$ cat src/rtl/univ_reg.sv
// Universal register: hold, parallel load, shift left/right, up/down count and clear,
// with terminal-count, serial-out and a sticky overflow/underflow flag.
module univ_reg #(
    parameter int unsigned          WIDTH    = 4,
    parameter bit                   SATURATE = 1'b0,
    parameter logic [WIDTH-1:0]     INIT     = '0
) (
    input  logic             clk,
    input  logic             reset,
    input  logic             ena,
    input  logic [2:0]       mode,
    input  logic [WIDTH-1:0] d,
    input  logic             sin,
    output logic [WIDTH-1:0] q,
    output logic             sout,
    output logic             tc,
    output logic             ovf
);

    typedef enum logic [2:0] {
        OP_HOLD = 3'b000,
        OP_LOAD = 3'b001,
        OP_SHL  = 3'b010,
        OP_SHR  = 3'b011,
        OP_UP   = 3'b100,
        OP_DOWN = 3'b101,
        OP_CLR  = 3'b110,
        OP_RSVD = 3'b111
    } op_t;

    localparam logic [WIDTH-1:0] ONE = {{(WIDTH-1){1'b0}}, 1'b1};

    op_t              op;
    logic             up_lim;
    logic             dn_lim;
    logic             ovf_clr;
    logic [WIDTH-1:0] q_next;

    assign op = op_t'(mode);

    always_comb begin
        up_lim  = (op == OP_UP)   && (&q);
        dn_lim  = (op == OP_DOWN) && (q == '0);
        ovf_clr = (op == OP_LOAD) || (op == OP_CLR);
        tc      = ena && (up_lim || dn_lim);
    end

    always_comb begin
        q_next = q;
        case (op)
            OP_LOAD: q_next = d;
            OP_SHL:  q_next = {q[WIDTH-2:0], sin};
            OP_SHR:  q_next = {sin, q[WIDTH-1:1]};
            // Saturating counters simply hold at the limit; wrap is natural modulo arithmetic.
            OP_UP:   q_next = (up_lim && SATURATE) ? q : q + ONE;
            OP_DOWN: q_next = (dn_lim && SATURATE) ? q : q - ONE;
            OP_CLR:  q_next = '0;
            default: q_next = q;
        endcase
    end

    always_comb begin
        sout = 1'b0;
        case (op)
            OP_SHL:  sout = q[WIDTH-1];
            OP_SHR:  sout = q[0];
            default: sout = 1'b0;
        endcase
    end

    always_ff @(posedge clk) begin
        if (reset) begin
            q   <= INIT;
            ovf <= 1'b0;
        end else if (ena) begin
            q <= q_next;
            if (ovf_clr)
                ovf <= 1'b0;
            else if (up_lim || dn_lim)
                ovf <= 1'b1;
        end
    end

endmodule

$ cat config.mk
export PLATFORM = sky130hd
export DESIGN_NAME = univ_reg
export DESIGN_NICKNAME = d
export VERILOG_FILES = /design/src/rtl/univ_reg.sv
export SDC_FILE = /design/constraint.sdc
export NUM_CORES = 1
export LEC_CHECK = 0
export ABC_CLOCK_PERIOD_IN_PS = 2220
export BUFFER_PORTS_ARGS = -buffer_cell sky130_fd_sc_hd__buf_2
export CORE_AREA = 2 2 39 41
export CTS_BUF_LIST = sky130_fd_sc_hd__clkbuf_8
export DETAILED_ROUTE_END_ITERATION = 8
export DIE_AREA = 0 0 41 43
export MAX_ROUTING_LAYER = met4
export PLACE_DENSITY = 0.68
export REMOVE_ABC_BUFFERS = 1
export SLEW_MARGIN = 10
export SYNTH_ARGS = -nofsm -noshare
export SYNTH_HDL_FRONTEND = slang
export SYNTH_SLANG_ARGS = --single-unit
$ cat constraint.sdc
create_clock -name clk -period 2.22 [get_ports clk]
set_clock_uncertainty 0.15 [all_clocks]
set_input_delay 0 -clock clk [delete_from_list [all_inputs] [get_ports clk]]
set_output_delay 0 -clock clk [all_outputs]
set_load 0.03 [all_outputs]
## After elaboration in Yosys (flattened, before gate mapping)

Index checks and enable logic that the tools add are counted.

- Logic and storage cells: 25
- Register bits after elaboration: 5
- Output and inout bits: 7
- Input port bits: 11

- Eq/ne operators: 6
- Add/sub/neg operators: 2
- Reductions and logical operators: 11
- Muxes and demuxes: 4

Operators by type and width:

| cell | number |
|---|---|
| $pmux W4 S6 | 1 |
| $eq A3 B3 Y1 const B | 3 |
| $eq A3 B2 Y1 const B | 2 |
| $reduce_bool A6 Y1 | 1 |
| $add A4 B1 Y4 const B | 1 |
| $logic_not A4 Y1 | 1 |
| $reduce_and A2 Y1 | 2 |
| $reduce_and A4 Y1 | 1 |
| $sub A4 B1 Y4 const B | 1 |
| $eq A3 B1 Y1 const B | 1 |
| $logic_and A1 B1 Y1 | 3 |
| $logic_or A1 B1 Y1 | 2 |
| $mux W1 | 2 |
| $pmux W1 S2 | 1 |
| $reduce_bool A2 Y1 | 1 |

## Longest topological paths before layout

- Depth after elaboration: 5
- Gate-level depth with buffers: 8
- Depth with buffers taken out: 7

## Worst setup path before layout

OpenSTA, ideal clock, no wires.

- Path type: register to register
- From: reg q[0]
- To: reg q[1]
- Library setup time: 0.115 ns
- Path buffers: 0
- Required time: 1.955 ns
- Arrival time: 1.554 ns
- Stages on the path, launching flop included: 4
- Setup slack: 0.401 ns
- Clock period less this slack: 1.819 ns
- Path through: dfxtp_1 fa_1 a221o_1 o21a_1

- Cells in the longest elaborated chain, start to end: 2
- Elaborated cells between the ends (all ways): 3
- Classes of those cells: add/sub: 2; mux: 1

Ends and longest elaborated chain:

| what | RTL line | source |
|---|---|---|
| from (decl) | 14 | `output logic [WIDTH-1:0] q,` |
| from (signal assigned) | 76 | `q <= q_next;` |
| $sub A4 B1 Y4 / $add A4 B1 Y4 (equally long branches) | 56, 55 |  |
| $pmux W4 S6 (*) | 50 | `case (op)` |

Mark *: on every way between the ends. The rest lies on a longest branch, timed or not.
A chain may end at the register's enable or synchronous reset.

## Final worst setup path

Same ends and word-level chain as after synthesis.

==> metrics.txt <==
run status=finished, final reports clean; Ant. Diodes=0; Detail Placement HPWL=1010 um; maximum vdd drop=0.3459 mV; via count=615; Final Slew Violations=0; num rows=14; asr flop ratio synth=0; Num CTS Buffers=3; RSZ-0062 raised after global routing=false; class of the worst hold path=input port to flip-flop; Root Driver=clkbuf_8; Final Hold Violating Endpoints=0; Synth cell types=34; top-area cell type share of the netlist area=0.1758; Post-CTS Setup Bufs=0; CORE AREA=0.001384 mm^2; EDFF count, synth=0; max_cap viols=0; DRC viols=0; Most used DFF post-synth=dfxtp_1; Final Setup Violations=0; Startpoint Class=flip-flop; Tmin final=1.693 ns; post-synthesis cell count=72; Cell Area, Synth=569.3 um^2; syn_area_per_cell=7.907 um^2; H-Tree Depth=1; DIE WIDTH=41 um; vias in the first global route=535; crit path kind=flip-flop to flip-flop; Longest Clk Path Bufs=2; Final TNS setup=0 ns; Buffers on Ports=17; P_leak=0.3132 nW; slew at the pin closest to its max-slew limit=0.3285 ns; Detailed Routing Iterations Pass 1=4; Die H=43 um; Post-DRT Antenna Nets=0; top cells by area, synth=dfxtp_1 18%, a21oi_1 6.2%, buf_6 5.9%; grt ovf=0; synth warn=0; DR vias/cell=5.694; Final Cycle Share=0.7628; post-DR wirelength/cell=12.76 um; first-pass GRT wire length=2242 um; Layout Area Growth over Synthesis=24.40%; FF+latch count, synth=5; clk sink count=5; Ports=18; largest fanout on the critical path=9; WL final=1378 um; Clock transition at path regs=0.04 ns; initial antenna violation count=0; Seq/Total Area, Yosys=0.1758; Clock Latency Late Sink=0.23 ns; Critical Path AT=1.66 ns; worst slack on hold paths=0.1264 ns; Cell Pwr Density=560.7 mW/mm^2; CP endpoint kind=flip-flop; Worst EP required=2.19 ns; GPL Wtd Cong=0.8047; area leader, netlist=dfxtp_1; pin count of the biggest net entering global routing=19; die area=0.001763 mm^2; fraction of layout cells with a size suffix above 1=0.2500; most common cell after layout, fill and taps aside=buf_2; final-stage net count=107; starting density of the core=0.4114; Global Route Usage Sum=0.1986; CTS tree=yes; maximum clock frequency=590.5 MHz; Detailed Route Iter0 Violations=13; Max-Slew Margin vs Limit=0.7807; most frequent cells in the layout=17 x buf_2, 7 x a21oi_1, 5 x dfxtp_1
[flip-flops by register name, indices dropped and copies added, names as in the netlist]
| signal | count |
|---|---|
| ovf | 1 |
| q | 4 |
[what timing repair did]
item                                   CTS  global route
hold buffers                             3             0
endpoints found under the hold margin    5             0
resized for setup                        0             0
[stage by stage]
step	util	instances	setup WS, ns	area (um^2)	total power, mW
finish	0.5118	108	0.5265	708.2	0.3971
CTS	0.5118	108	0.5165	708.2	0.4015
detailed placement	0.4575	101	0.3447	633.1	0.2248
global route	0.5118	108	0.4252	708.2	0.4227
global placement	0.4575	101	0.4017	633.1	0.2233
floorplan	-	68	0.4014	528.0	0.1827
[synth_stat cells, types with 2 or more instances]
cell type	instances
a21o_1	2
nor2_1	2
inv_1	2
o21ai_1	3
dfxtp_1	5
buf_6	3
nor3b_1	3
o21a_1	2
nand3_1	4
a31oi_1	2
nor3_1	2
o22ai_1	4
nand2b_1	3
a21oi_1	7
nand2_1	4
ha_1	2
mux2i_1	2
nor2b_1	2
nand3b_1	3
[layer usage]
layer / vias to the layer above / part of all wire / global-route usage
met5: - / 0 / -
met4: 0 / 0.046 / 0.1800
met3: 6 / 0.036 / 0.05236
met2: 11 / 0.45 / 0.2594
met1: 285 / 0.47 / 0.2347
li1: 313 / - / -
[cell type report]
class | instances | area [um^2]
Clock inverter | 1 | 3.754
Sequential cell | 5 | 100.1
Inverter | 2 | 7.507
Clock buffer | 3 | 41.29
Multi-Input combinational cell | 61 | 420.4
Tap cell | 16 | 20.02
Timing Repair Buffer | 20 | 115.1
Fill cell | 136 | 675.6
[critical path: stages, from the launching register on]
cell     delay, ns
dfxtp_1       0.50
fa_1          0.45
a221o_1       0.32
o21a_1        0.16
[cells by family after synthesis]
family                     synth area share
AOI/OAI and AO/OA                    0.2901
and+or+nand+nor                      0.3033
DFF                                  0.1758
xor gates and xnor gates            0.03077
buffers and inverters               0.08572
adders and majority gates           0.07912
muxes                               0.03517
[report_power, final]
part	leakage (nW)	internal, mW	switching (mW)
registers	0.0411	0.0970	0.0139
logic	0.245	0.0506	0.0664
clock network	0.0269	0.119	0.0501
[final timing paths]
path,from,end,slack (ns),cells after the start
setup / recovery,q[0]$_SDFFE_PP0P_,q[1]$_SDFFE_PP0P_,0.53,3
hold / removal,d[3],q[3]$_SDFFE_PP0P_,0.13,5
setup reg to reg,q[0]$_SDFFE_PP0P_,q[1]$_SDFFE_PP0P_,0.53,3
hold reg to reg,ovf$_SDFFE_PP0P_,ovf$_SDFFE_PP0P_,0.31,1
Power figures use the tool's default switching activity.
